===== config.mk =====
export PLATFORM = sky130hd
export DESIGN_NAME = ram_mem_arbiter
export DESIGN_NICKNAME = d
export VERILOG_FILES = /design/src/rtl/ram_mem_arbiter.sv
export SDC_FILE = /design/constraint.sdc
export NUM_CORES = 1
export LEC_CHECK = 0
export BUFFER_PORTS_ARGS = -buffer_cell sky130_fd_sc_hd__buf_2
export CELL_PAD_IN_SITES_DETAIL_PLACEMENT = 1
export CELL_PAD_IN_SITES_GLOBAL_PLACEMENT = 1
export CORE_ASPECT_RATIO = 0.8
export CORE_MARGIN = 1.5
export CORE_UTILIZATION = 40
export CTS_CLUSTER_DIAMETER = 150
export DETAILED_ROUTE_END_ITERATION = 7
export HOLD_SLACK_MARGIN = 0.06
export PLACE_DENSITY = 0.84
export SYNTH_ARGS = -nofsm -noshare
export SYNTH_HDL_FRONTEND = slang
export SYNTH_SLANG_ARGS = --single-unit
export TNS_END_PERCENT = 20

===== constraint.sdc =====
create_clock -name Clk -period 6.96 [get_ports Clk]
set_input_delay 1.74 -clock Clk [delete_from_list [all_inputs] [get_ports Clk]]
set_output_delay 1.74 -clock Clk [all_outputs]
set_load 0.05 [all_outputs]

===== src/rtl/ram_mem_arbiter.sv =====
// ram_mem_arbiter: shares one byte-addressed RAM between an instruction-fetch
// port (word reads) and a data port (byte/half/word, read/write, optional sign
// extension). It drives the RAM's MOV/MOC/MOCoff handshake and filters out
// misaligned, out-of-range or bad-size requests before the RAM sees them.
// Optional feature: define RAM_ARB_TIMEOUT_EN to abort accesses that sit in
// WAIT/REL for TIMEOUT cycles.
module ram_mem_arbiter #(
    parameter int unsigned ADDR_LIMIT = 256,
    parameter int unsigned TIMEOUT    = 64
) (
    input  logic        Clk,
    input  logic        Reset_n,
    input  logic        FReq,
    input  logic [31:0] FAddr,
    output logic        FAck,
    output logic [31:0] FData,
    output logic        FErr,
    input  logic        DReq,
    input  logic        DReadWrite,
    input  logic [2:0]  DMS_2_0,
    input  logic [31:0] DAddr,
    input  logic [31:0] DWData,
    output logic        DAck,
    output logic [31:0] DRData,
    output logic        DErr,
    output logic        MOV,
    output logic        ReadWrite,
    output logic [2:0]  MS_2_0,
    output logic [31:0] Address,
    output logic [31:0] DataIn,
    output logic        MOCoff,
    input  logic        MOC,
    input  logic [31:0] DataOut
);

    typedef enum logic [1:0] {
        ST_IDLE = 2'd0,
        ST_WAIT = 2'd1,
        ST_REL  = 2'd2,
        ST_DONE = 2'd3
    } state_t;

    localparam logic [2:0] FETCH_MS = 3'b010;

    // Size/alignment/range screen; the last byte is computed in 33 bits so
    // addresses near 2^32 cannot wrap back into range.
    function automatic logic req_valid(input logic [31:0] addr, input logic [1:0] size);
        logic [32:0] last_byte;
        logic        aligned;
        case (size)
            2'b00:   begin aligned = 1'b1;                last_byte = {1'b0, addr};          end
            2'b01:   begin aligned = (addr[0] == 1'b0);   last_byte = {1'b0, addr} + 33'd1;  end
            2'b10:   begin aligned = (addr[1:0] == 2'b00); last_byte = {1'b0, addr} + 33'd3; end
            default: begin aligned = 1'b0;                last_byte = 33'd0;                 end
        endcase
        return aligned && (last_byte < 33'(ADDR_LIMIT));
    endfunction

    // Right-justified read data, optionally sign-extended from the access size.
    function automatic logic [31:0] rd_extend(input logic [31:0] raw, input logic [2:0] ms);
        case (ms[1:0])
            2'b00:   return {{24{ms[2] & raw[7]}}, raw[7:0]};
            2'b01:   return {{16{ms[2] & raw[15]}}, raw[15:0]};
            default: return raw;
        endcase
    endfunction

    state_t      state_q, state_d;
    logic        last_gnt_q, last_gnt_d;   // 1 = data port was granted last
    logic        gnt_data_q, gnt_data_d;   // 1 = current access belongs to data port
    logic        mov_q, mov_d, mocoff_q, mocoff_d, rw_q, rw_d;
    logic [2:0]  ms_q, ms_d;
    logic [31:0] addr_q, addr_d, din_q, din_d, rd_buf_q, rd_buf_d;
    logic        fack_q, fack_d, ferr_q, ferr_d, dack_q, dack_d, derr_q, derr_d;
    logic [31:0] fdata_q, fdata_d, drdata_q, drdata_d;

    logic        pick_data_s, any_req_s, req_ok_s, req_rw_s, tmo_hit_s;
    logic        ack_s, err_s, ack_to_data_s;
    logic [2:0]  req_ms_s;
    logic [31:0] req_addr_s, req_wdata_s;

    // Round-robin pick between the two ports and screening of the winner.
    always_comb begin
        any_req_s   = FReq | DReq;
        pick_data_s = DReq & (~FReq | ~last_gnt_q);
        if (pick_data_s) begin
            req_addr_s  = DAddr;
            req_ms_s    = DMS_2_0;
            req_rw_s    = DReadWrite;
            req_wdata_s = DWData;
        end else begin
            req_addr_s  = FAddr;
            req_ms_s    = FETCH_MS;
            req_rw_s    = 1'b1;
            req_wdata_s = 32'd0;
        end
        req_ok_s = req_valid(req_addr_s, req_ms_s[1:0]);
    end

`ifdef RAM_ARB_TIMEOUT_EN
    logic [7:0] tmo_cnt_q, tmo_cnt_d;

    // Cycle counter: held at zero in IDLE so it starts cleared on entry to WAIT.
    always_comb begin
        if (state_q == ST_IDLE) begin
            tmo_cnt_d = 8'd0;
        end else if ((state_q == ST_WAIT) || (state_q == ST_REL)) begin
            tmo_cnt_d = tmo_cnt_q + 8'd1;
        end else begin
            tmo_cnt_d = tmo_cnt_q;
        end
    end

    // Timeout counter register.
    always_ff @(posedge Clk or negedge Reset_n) begin
        if (!Reset_n) begin
            tmo_cnt_q <= 8'd0;
        end else begin
            tmo_cnt_q <= tmo_cnt_d;
        end
    end

    assign tmo_hit_s = ((state_q == ST_WAIT) || (state_q == ST_REL)) &&
                       (tmo_cnt_q == 8'(TIMEOUT - 32'd1));
`else
    assign tmo_hit_s = 1'b0;
`endif

    // Next-state logic of the RAM handshake sequencer.
    always_comb begin
        state_d = state_q;
        case (state_q)
            ST_IDLE: begin
                if (!MOC && any_req_s) begin
                    state_d = req_ok_s ? ST_WAIT : ST_DONE;
                end else begin
                    state_d = ST_IDLE;
                end
            end
            ST_WAIT: begin
                if (MOC) begin
                    state_d = ST_REL;
                end else if (tmo_hit_s) begin
                    state_d = ST_DONE;
                end else begin
                    state_d = ST_WAIT;
                end
            end
            ST_REL: begin
                if (!MOC || tmo_hit_s) begin
                    state_d = ST_DONE;
                end else begin
                    state_d = ST_REL;
                end
            end
            ST_DONE: state_d = ST_IDLE;
            default: state_d = ST_IDLE;
        endcase
    end

    // Next values of all registered outputs and the latched access.
    always_comb begin
        last_gnt_d    = last_gnt_q;
        gnt_data_d    = gnt_data_q;
        mov_d         = mov_q;
        mocoff_d      = mocoff_q;
        rw_d          = rw_q;
        ms_d          = ms_q;
        addr_d        = addr_q;
        din_d         = din_q;
        rd_buf_d      = rd_buf_q;
        fdata_d       = fdata_q;
        drdata_d      = drdata_q;
        ack_s         = 1'b0;
        err_s         = 1'b0;
        ack_to_data_s = gnt_data_q;
        case (state_q)
            ST_IDLE: begin
                if (MOC) begin
                    mocoff_d = 1'b1;          // stale MOC: release before any grant
                end else begin
                    mocoff_d = 1'b0;
                    if (any_req_s) begin
                        gnt_data_d = pick_data_s;
                        if (req_ok_s) begin
                            mov_d      = 1'b1;
                            rw_d       = req_rw_s;
                            ms_d       = req_ms_s;
                            addr_d     = req_addr_s;
                            din_d      = req_wdata_s;
                            last_gnt_d = pick_data_s;
                        end else begin
                            ack_s         = 1'b1;
                            err_s         = 1'b1;
                            ack_to_data_s = pick_data_s;
                        end
                    end else begin
                        gnt_data_d = gnt_data_q;
                    end
                end
            end
            ST_WAIT: begin
                if (MOC) begin
                    rd_buf_d = DataOut;
                    mov_d    = 1'b0;
                    mocoff_d = 1'b1;
                end else if (tmo_hit_s) begin
                    mov_d    = 1'b0;
                    mocoff_d = 1'b1;
                    ack_s    = 1'b1;
                    err_s    = 1'b1;
                end else begin
                    mov_d = 1'b1;
                end
            end
            ST_REL: begin
                if (!MOC) begin
                    mocoff_d = 1'b0;
                    ack_s    = 1'b1;
                    if (!gnt_data_q) begin
                        fdata_d = rd_buf_q;
                    end else if (rw_q) begin
                        drdata_d = rd_extend(rd_buf_q, ms_q);
                    end else begin
                        drdata_d = drdata_q;
                    end
                end else if (tmo_hit_s) begin
                    mocoff_d = 1'b1;
                    ack_s    = 1'b1;
                    err_s    = 1'b1;
                end else begin
                    mocoff_d = 1'b1;
                end
            end
            ST_DONE: ack_s = 1'b0;
            default: ack_s = 1'b0;
        endcase
        fack_d = ack_s & ~ack_to_data_s;
        ferr_d = err_s & ~ack_to_data_s;
        dack_d = ack_s & ack_to_data_s;
        derr_d = err_s & ack_to_data_s;
    end

    // State and output registers.
    always_ff @(posedge Clk or negedge Reset_n) begin
        if (!Reset_n) begin
            state_q    <= ST_IDLE;
            last_gnt_q <= 1'b0;
            gnt_data_q <= 1'b0;
            mov_q      <= 1'b0;
            mocoff_q   <= 1'b0;
            rw_q       <= 1'b0;
            ms_q       <= 3'd0;
            addr_q     <= 32'd0;
            din_q      <= 32'd0;
            rd_buf_q   <= 32'd0;
            fack_q     <= 1'b0;
            ferr_q     <= 1'b0;
            dack_q     <= 1'b0;
            derr_q     <= 1'b0;
            fdata_q    <= 32'd0;
            drdata_q   <= 32'd0;
        end else begin
            state_q    <= state_d;
            last_gnt_q <= last_gnt_d;
            gnt_data_q <= gnt_data_d;
            mov_q      <= mov_d;
            mocoff_q   <= mocoff_d;
            rw_q       <= rw_d;
            ms_q       <= ms_d;
            addr_q     <= addr_d;
            din_q      <= din_d;
            rd_buf_q   <= rd_buf_d;
            fack_q     <= fack_d;
            ferr_q     <= ferr_d;
            dack_q     <= dack_d;
            derr_q     <= derr_d;
            fdata_q    <= fdata_d;
            drdata_q   <= drdata_d;
        end
    end

    assign MOV       = mov_q;
    assign MOCoff    = mocoff_q;
    assign ReadWrite = rw_q;
    assign MS_2_0    = ms_q;
    assign Address   = addr_q;
    assign DataIn    = din_q;
    assign FAck      = fack_q;
    assign FErr      = ferr_q;
    assign FData     = fdata_q;
    assign DAck      = dack_q;
    assign DErr      = derr_q;
    assign DRData    = drdata_q;

endmodule


==> summary.txt, run 1 <==
outcome - finished clean
crit path max-delay cell type - nand2_2
crit path cell chain - buf_2, a21boi_4, nand2b_1, ha_1, ha_1, nand2_1, mux2i_1, o2111ai_1, a2111o_1, o211ai_1, nand4_1, o41ai_4, nand2_2, buf_4, mux2i_1
GRT Util Overall - 25.32%
Slew Limit Fails - 0
Place WS - 1.088 ns
most frequent cells in the layout - buf_2, dfrtp_1, nand2_1
CTS tree - yes
pin count of the biggest net entering global routing - 75
CP peak stage delay - 0.56 ns
clk slew on worst S/H paths - 0.07 ns
dpl hpwl - 19930 µm
Crit Path Max Fanout - 29
GP Congestion - 0.9917
fillcell total - 2390
Yosys warning count - 0
max_slew headroom - 29.83%
RSZ-0062 raised after global routing - no
Critical Path AT - 5.80 ns
post-cts resize count - 0
CP endpoint kind - flip-flop
cts bufs inserted - 17
postcts setup bufs - 0
Initial Util - 40.61%
synthesized cell area - 8358 µm²
# clock sinks - 174
Synth Flop Type - dfrtp_1
setup tns final - 0 ns
Fin Hold WS - 0.4773 ns
Post-synth EDFFs - 0
post-route setup slack - 1.489 ns
ys async rst share - 100.0%
Worst Skew - 0.01505 ns
# rows - 47
Post-Route WL - 27090 µm
GRT met2 Usage - 38.63%
post-synth cell types - 52
commonest non-fill, non-tap cell in the layout - buf_2
CTS root buf - clkbuf_16
Worst Setup Start Kind - input pin
Post-CTS Hold Fix Bufs - 0
maximum vdd ir drop - 0.0002344 V
CP Class - input pin to flip-flop
# DRC - 0
Mean Syn Cell Area - 10.53 µm²
Seq/Total Area, Yosys - 52.10%
initial antenna violation count - 4
Vert. Die Dim - 132.3 µm
post-DR wirelength/cell - 20.24 µm
die area - 21780 µm²
synthesized instance count - 794
core area - 20580 µm²
Iter 0 DRT Violations - 505
via count - 7284
post-synth top area cell - dfrtp_1
Final Hold Vio Count - 0
Layout area overhead - 26.92%
Worst Hold Class - flip-flop to flip-flop
Final setup viols - 0
Lkg Pwr - 5.509 nW
Period minus WS final - 5.471 ns
GRT Residual Overflow - 0
ANT nets after route - 0
clock tree buffer depth - 2
first-pass GRT wire length - 42390 µm
drt first pass iters - 5
grt peak-use layer - met2
dominant cells by area after synthesis - dfrtp_1, mux2_2, mux2i_1, nand2_1, a21oi_1
layout cells sized above 1 - 37.39%
vias in the first global route - 7451
design area - 10610 µm²
Final nets - 1196
Synth Net Count - 936
max-capacitance violation count - 0
post-synth top area share - 52.10%
Die Wd - 164.6 µm
Max Fclk - 0.1828 GHz
grt met3 use - 6.228%
Worst EP required - 7.28 ns
M1 GR Usage - 34.93%
final period utilization - 78.60%
Via density - 5.444
flops & latches, synth - 174
Worst-Skew Late Latency - 0.43 ns
H-tree depth - 4
I/O pins - 275
Slew @ Worst Pin - 1.051 ns
placed cell areas - 9992 µm²
Port Buffer Count - 274
P per Cell Area - 445.4 nW/µm²
-- routing by layer --
metal  wire length [µm]  up-vias
li1                   -     3331
met1              11970     3579
met2              12340      313
met3               1935       57
met4                803        4
met5                 26        -
-- final cells by class --
type	count	area [µm²]	share of cell area, %
well taps	269	336.6	3.173
repair buffers	287	1475	13.91
clock inverters	14	171.4	1.616
flip-flops and latches	174	4354	41.05
clock buffers	18	439.2	4.140
multi-input cells	527	3650	34.41
diodes	2	5.005	0.04718
inverters	47	176.4	1.663
-- worst paths after layout --
kind / start / endpoint / slack (ns) / depth (start not counted)
worst max register to register: last_gnt_q / DataIn[28] / 2.51 / 14
worst min-delay path: DRData[0] / DRData[0] / 0.48 / 2
worst min register to register: DRData[0] / DRData[0] / 0.48 / 2
worst max-delay path: DReq / DataIn[28] / 1.49 / 15
min in group asynchronous: Reset_n / FData[3] / 1.26 / 1
max in group asynchronous: Reset_n / DRData[9] / 4.31 / 2
-- per-stage QoR --
step                      cells  power [mW]  utilization (%)
after CTS                  1336       4.764            51.51
after global routing       1338       4.954            51.54
after global placement     1304       3.687            48.55
final                      1338       4.724            51.54
after detailed placement   1304       3.762            48.55
after floorplan             794       3.142                -
-- power by group --
group          internal, mW  switching (mW)  total, mW  leakage, nW
Clock                 0.526           0.454      0.980        0.300
Combinational         0.542            1.57       2.11         3.14
Sequential             1.39           0.239       1.63         2.07
-- cells in the mapped netlist (12+ instances only) --
master	n
a31oi_1	31
mux2i_1	61
mux2_2	71
nand3_1	12
o21ai_0	38
nor3_1	18
a21oi_1	41
nand2_1	105
dfrtp_1	174
nor2_1	33
clkbuf_1	33
mux2_1	15
inv_1	47
nor4_1	12
nand4_1	20
-- cell families (layout without fill, tap and decap cells) --
logic type               count (synthesis)  in the layout  synth area share, %
adder cells (fa/ha/maj)                  5              5               0.7485
flip-flops                             174            174                52.10
XOR/XNOR                                 7              7               0.7335
AO/OA/AOI/OAI                          145            145                10.79
other                                    0              2                    0
multiplexers                           147            147                18.89
AND/OR/NAND/NOR                        223            223                12.28
buffers and inverters                   93            366                4.461
-- critical path: cells and delay by family --
kind | cells | cell delay [ns]
AO/OA/AOI/OAI | 5 | 1.47
adder cells (fa/ha/maj) | 2 | 0.53
buffers and inverters | 2 | 0.60
multiplexers | 2 | 0.47
AND/OR/NAND/NOR | 4 | 0.95
-- state kept, by name, indices dropped and copies added (netlist names), 2 cells and up --
name,count
Address,32
DRData,32
DataIn,32
FData,32
rd_buf_q,32
MS_2_0,3
state_q,2
No activity file was read; power rests on OpenSTA's default activity.
==> run 2: changes to the inputs <==
- CORE_UTILIZATION: 40 -> 35
- PLACE_DENSITY: 0.84 -> 0.78
- clock period: 6.96 -> 4.6 ns (I/O delays scaled with it)
==> run 2 against run 1 <==
Against the previous run: first-iteration DRC count fell by 9.9%; cell count rose by 4.3%; sequential power rose by 51%; count of clock-buffer cells in the layout did not move; clock power rose by 61%; global-route usage fell by 2.4 points; hold slack improved by 0.0015 ns; sequential share of layout area fell by 1.1 points; worst setup slack got worse by 1.1 ns; non-clock buffer count rose by 16; critical path type unchanged; critical endpoint is now FAck; largest cell class unchanged; largest power group unchanged; highest routed layer is now met4.
==> summary.txt, run 2 (same netlist as run 1, synthesis figures left out) <==
R2R Setup Slk - 0.83 ns
final period utilization - 91.82%
# rows - 50
outcome - finished clean
Worst-Skew Late Latency - 0.43 ns
Slew Limit Fails - 0
Post-CTS Hold Fix Bufs - 0
maximum vdd ir drop - 0.0003603 V
Slew @ Worst Pin - 1.031 ns
H-tree depth - 4
clk slew on worst S/H paths - 0.07 ns
layout cells sized above 1 - 39.37%
Post-Route WL - 27860 µm
Initial Util - 35.72%
pin count of the biggest net entering global routing - 89
Final Hold Vio Count - 0
Via density - 5.237
CP Class - input pin to flip-flop
GP Congestion - 0.9059
dpl hpwl - 20810 µm
initial antenna violation count - 1
core area - 23400 µm²
R2R depth - 14
first-pass GRT wire length - 43860 µm
I/O pins - 275
GRT Util Overall - 22.91%
CTS root buf - clkbuf_16
post-DR wirelength/cell - 19.97 µm
Layout area overhead - 30.55%
clock tree buffer depth - 2
vias in the first global route - 7748
fin util - 46.64%
P per Cell Area - 664.0 nW/µm²
# DRC - 0
Port Buffer Count - 274
Worst Setup Start Kind - input pin
Iter 0 DRT Violations - 455
most frequent cells in the layout - buf_2, dfrtp_1, nand2_1
Worst Hold Class - flip-flop to flip-flop
Final nets - 1212
Critical Path AT - 4.52 ns
Final setup viols - 0
GRT Residual Overflow - 0
hold path depth - 2
CP endpoint kind - flip-flop
cts bufs inserted - 17
max-capacitance violation count - 0
Worst EP required - 4.90 ns
Die Wd - 175.8 µm
ANT nets after route - 0
post-cts resize count - 0
Lkg Pwr - 5.648 nW
Max Fclk - 0.2367 GHz
Total Power - 7.246 mW
max_slew headroom - 31.17%
# clock sinks - 174
RSZ-0062 raised after global routing - no
Crit Path Max Fanout - 30
die area - 24820 µm²
Worst Skew - 0.01465 ns
commonest non-fill, non-tap cell in the layout - buf_2
postcts setup bufs - 0
via count - 7306
drt first pass iters - 4
Vert. Die Dim - 141.2 µm
CTS tree - yes
Period minus WS final - 4.224 ns
[run 2: changes by cell type in the layout (fill, tap and decap cells not counted), moves of 2 or more]
cell       change
ha_4           +2
ha_1           -2
bufinv_16      +3
inv_8          -5
mux2_4         +5
buf_12         +2
clkinv_4       -2
nand2_4        +2
inv_6          +3
mux2_1         -5
buf_4         +14
[run 2: per-stage QoR]
| stage | setup slack, ns | instances | TNS (ns) | instance area (µm²) | hold slack (ns) |
|---|---|---|---|---|---|
| floorplan | -0.05991 | 794 | -1.008 | 8478 | 0.4496 |
| global placement | 0.1066 | 1363 | 0 | 10270 | 0.4544 |
| detailed placement | -0.02701 | 1363 | -0.06507 | 10270 | 0.4686 |
| CTS | 0.4159 | 1394 | 0 | 10910 | 0.4843 |
| global route | 0.08693 | 1394 | 0 | 10910 | 0.5099 |
| finish | 0.3761 | 1395 | 0 | 10910 | 0.4787 |
[run 2: worst max-delay path, stage by stage]
cell	delay, ns
buf_2	0.14
a21boi_4	0.25
nand2b_1	0.17
ha_4	0.21
ha_4	0.26
nand2_1	0.06
mux2i_2	0.22
o211a_1	0.26
and2_1	0.26
mux2i_1	0.22
o21ai_0	0.17
o41ai_4	0.33
buf_4	0.38
nor3_1	0.12
or2_2	0.31
[run 2: final cells by class]
class,count,area (µm²)
Antenna cell,1,2.502
Clock buffer,18,439.2
Clock inverter,13,202.7
Fill cell,2694,12490
Inverter,47,176.4
Multi-Input combinational cell,527,3726
Sequential cell,174,4354
Tap cell,312,390.4
Timing Repair Buffer,303,1620
[run 2: path summary, 6_finish.rpt]
path / start / endpoint
worst min register to register: DRData[31] / DRData[31]
max in group asynchronous: Reset_n / DataIn[1]
worst max register to register: last_gnt_q / FAck
worst max-delay path: DReq / FAck
worst min-delay path: DRData[31] / DRData[31]
min in group asynchronous: Reset_n / FData[25]
[run 2: power by group]
part / internal (mW) / switching, mW / leakage (nW)
Clock: 0.937 / 0.641 / 0.315
Combinational: 0.841 / 2.36 / 3.27
Sequential: 2.11 / 0.354 / 2.07
Total: 3.89 / 3.36 / 5.65
[run 2: routing by layer]
| layer | vias up | share of wire, % | GRT usage (%) |
|---|---|---|---|
| li1 | 3363 | - | - |
| met3 | 19 | 7.0 | 6.122 |
| met1 | 3678 | 46 | 31.23 |
| met4 | 0 | 1.2 | 5.578 |
| met5 | - | 0 | 0 |
| met2 | 246 | 46 | 36.26 |
==> run 3: changes to the inputs <==
- CORE_UTILIZATION: 35 -> 36
- CTS_BUF_LIST: default -> sky130_fd_sc_hd__clkbuf_8
- PLACE_DENSITY: 0.78 -> 0.8
==> run 3 against run 2 <==
Against the previous run: sequential cell count unchanged; sequential share of layout area up 1.2 points; via count is 0.33% lower; critical path depth stayed put; die area decreased by 2.7%; cell count down 1.1%; clock skew is 0.0048 ns higher; sequential power hardly changed; combinational power fell by 1%.
==> summary.txt, run 3 (same netlist as run 1, synthesis figures left out) <==
outcome - finished clean
I/O pins - 275
footprint of the multi-input gates - 3726 µm²
max_slew headroom - 24.91%
Fin Hold WS - 0.4877 ns
ANT nets after route - 0
CTS tree - yes
Max Fclk - 0.2386 GHz
fillcell total - 2647
maximum vdd ir drop - 0.0002702 V
postcts setup bufs - 0
Initial Util - 36.94%
non-filler cells, final - 1380
register area - 4354 µm²
dpl hpwl - 20540 µm
max-capacitance violation count - 0
die area - 24150 µm²
Lkg Pwr - 5.487 nW
layout cells sized above 1 - 38.81%
Worst Setup Start Kind - input pin
CP peak stage delay - 0.34 ns
# DRC - 0
GRT Residual Overflow - 0
RSZ-0062 raised after global routing - no
first-pass GRT wire length - 44250 µm
CP endpoint kind - flip-flop
Slew @ Worst Pin - 1.126 ns
Port Buffer Count - 274
core area - 22620 µm²
Via density - 5.277
Iter 0 DRT Violations - 410
initial antenna violation count - 4
final period utilization - 91.13%
post-cts resize count - 0
via count - 7282
GP Congestion - 0.9073
Worst Setup SP - DReq
# clock sinks - 174
post-DR wirelength/cell - 19.72 µm
cts bufs inserted - 17
clk slew on worst S/H paths - 0.11 ns
drt first pass iters - 5
Layout area overhead - 26.83%
R2R Path Start - last_gnt_q
Vert. Die Dim - 139.3 µm
Worst Skew - 0.01941 ns
Worst-Skew Late Latency - 0.46 ns
Hold Path Origin - rd_buf_q[6]
Slew Limit Fails - 0
Die Wd - 173.4 µm
Final Hold Vio Count - 0
P per Cell Area - 637.8 nW/µm²
clock tree buffer depth - 2
Crit Path Max Fanout - 23
Period minus WS final - 4.192 ns
H-tree depth - 4
CTS root buf - clkbuf_8
GRT Util Overall - 23.36%
Post-Route WL - 27220 µm
crit path max-delay cell type - o41ai_4
Worst Hold Class - flip-flop to flip-flop
pin count of the biggest net entering global routing - 79
# rows - 49
fin util - 46.86%
most frequent cells in the layout - buf_2, dfrtp_1, nand2_1
Final nets - 1201
Final setup viols - 0
CP Class - input pin to flip-flop
Critical Path AT - 4.56 ns
commonest non-fill, non-tap cell in the layout - buf_2
Post-CTS Hold Fix Bufs - 0
crit path cell chain - buf_2, a21boi_4, nand2b_1, ha_4, ha_4, nand2_1, mux2i_2, o211a_1, and2_1, mux2i_1, o21ai_0, o41ai_4, nand2_4, buf_12, mux2i_1
Worst EP required - 4.97 ns
Cells after DPL - 1346
vias in the first global route - 7740
## run 3: changes by cell type in the layout (fill, tap and decap cells not counted)
| cell | previous run | this run |
|---|---|---|
| clkinvlp_4 | 0 | 1 |
| inv_8 | 0 | 5 |
| clkbuf_8 | 1 | 17 |
| clkbuf_16 | 17 | 0 |
| diode_2 | 1 | 2 |
| clkinv_4 | 2 | 5 |
| buf_4 | 27 | 15 |
| buf_12 | 2 | 3 |
| clkinv_2 | 1 | 0 |
| inv_6 | 5 | 2 |
| bufinv_16 | 4 | 1 |
## run 3: final timing paths
kind	to	depth (start not counted)	slack (ns)
setup / recovery	DataIn[20]	15	0.41
hold / removal	DRData[6]	2	0.49
setup reg to reg	DataIn[20]	14	0.80
hold reg to reg	DRData[6]	2	0.49
max in group asynchronous	DRData[14]	2	2.77
min in group asynchronous	DRData[27]	1	0.69
## run 3: cell type report
class / count / share of cell area (%)
Timing Repair Buffer: 292 / 14.62
Antenna cell: 2 / 0.04721
Tap cell: 306 / 3.612
Sequential cell: 174 / 41.08
Multi-Input combinational cell: 527 / 35.15
Inverter: 47 / 1.664
Clock inverter: 15 / 1.617
Clock buffer: 17 / 2.207
## run 3: power breakdown
part	switching, mW	leakage (nW)	total (mW)	internal [mW]
clock	0.641	0.203	1.10	0.458
sequential	0.389	2.07	2.49	2.10
combinational	2.33	3.22	3.17	0.834
## run 3: per-layer routing
metal  track usage (%)  share of wire (%)  vias to the layer above
li1                  -                  -                     3351
met1             32.14                 46                     3633
met2             35.72                 45                      260
met3             6.448                7.2                       34
met4             7.460                1.9                        4
met5                 0              0.096                        -
## run 3: worst max-delay path, delay by kind of cell
kind	cells	cell delay [ns]
muxes	3	0.63
AOI/OAI and AO/OA	4	1.08
buffers and inverters	2	0.40
adders and majority gates	2	0.48
and+or+nand+nor	4	0.79
## run 3: per-stage QoR
stage | setup TNS, ns | setup slack (ns) | total power [mW] | area (µm²)
2_1_floorplan | -1.008 | -0.05991 | 4.775 | 8478
3_3_place_gp | 0 | 0.08938 | 5.605 | 10190
3_5_place_dp | -1.196 | -0.1160 | 5.718 | 10190
4_1_cts | 0 | 0.3918 | 6.837 | 10600
5_1_grt | 0 | 0.07038 | 7.135 | 10600
6_report | 0 | 0.4081 | 6.760 | 10600
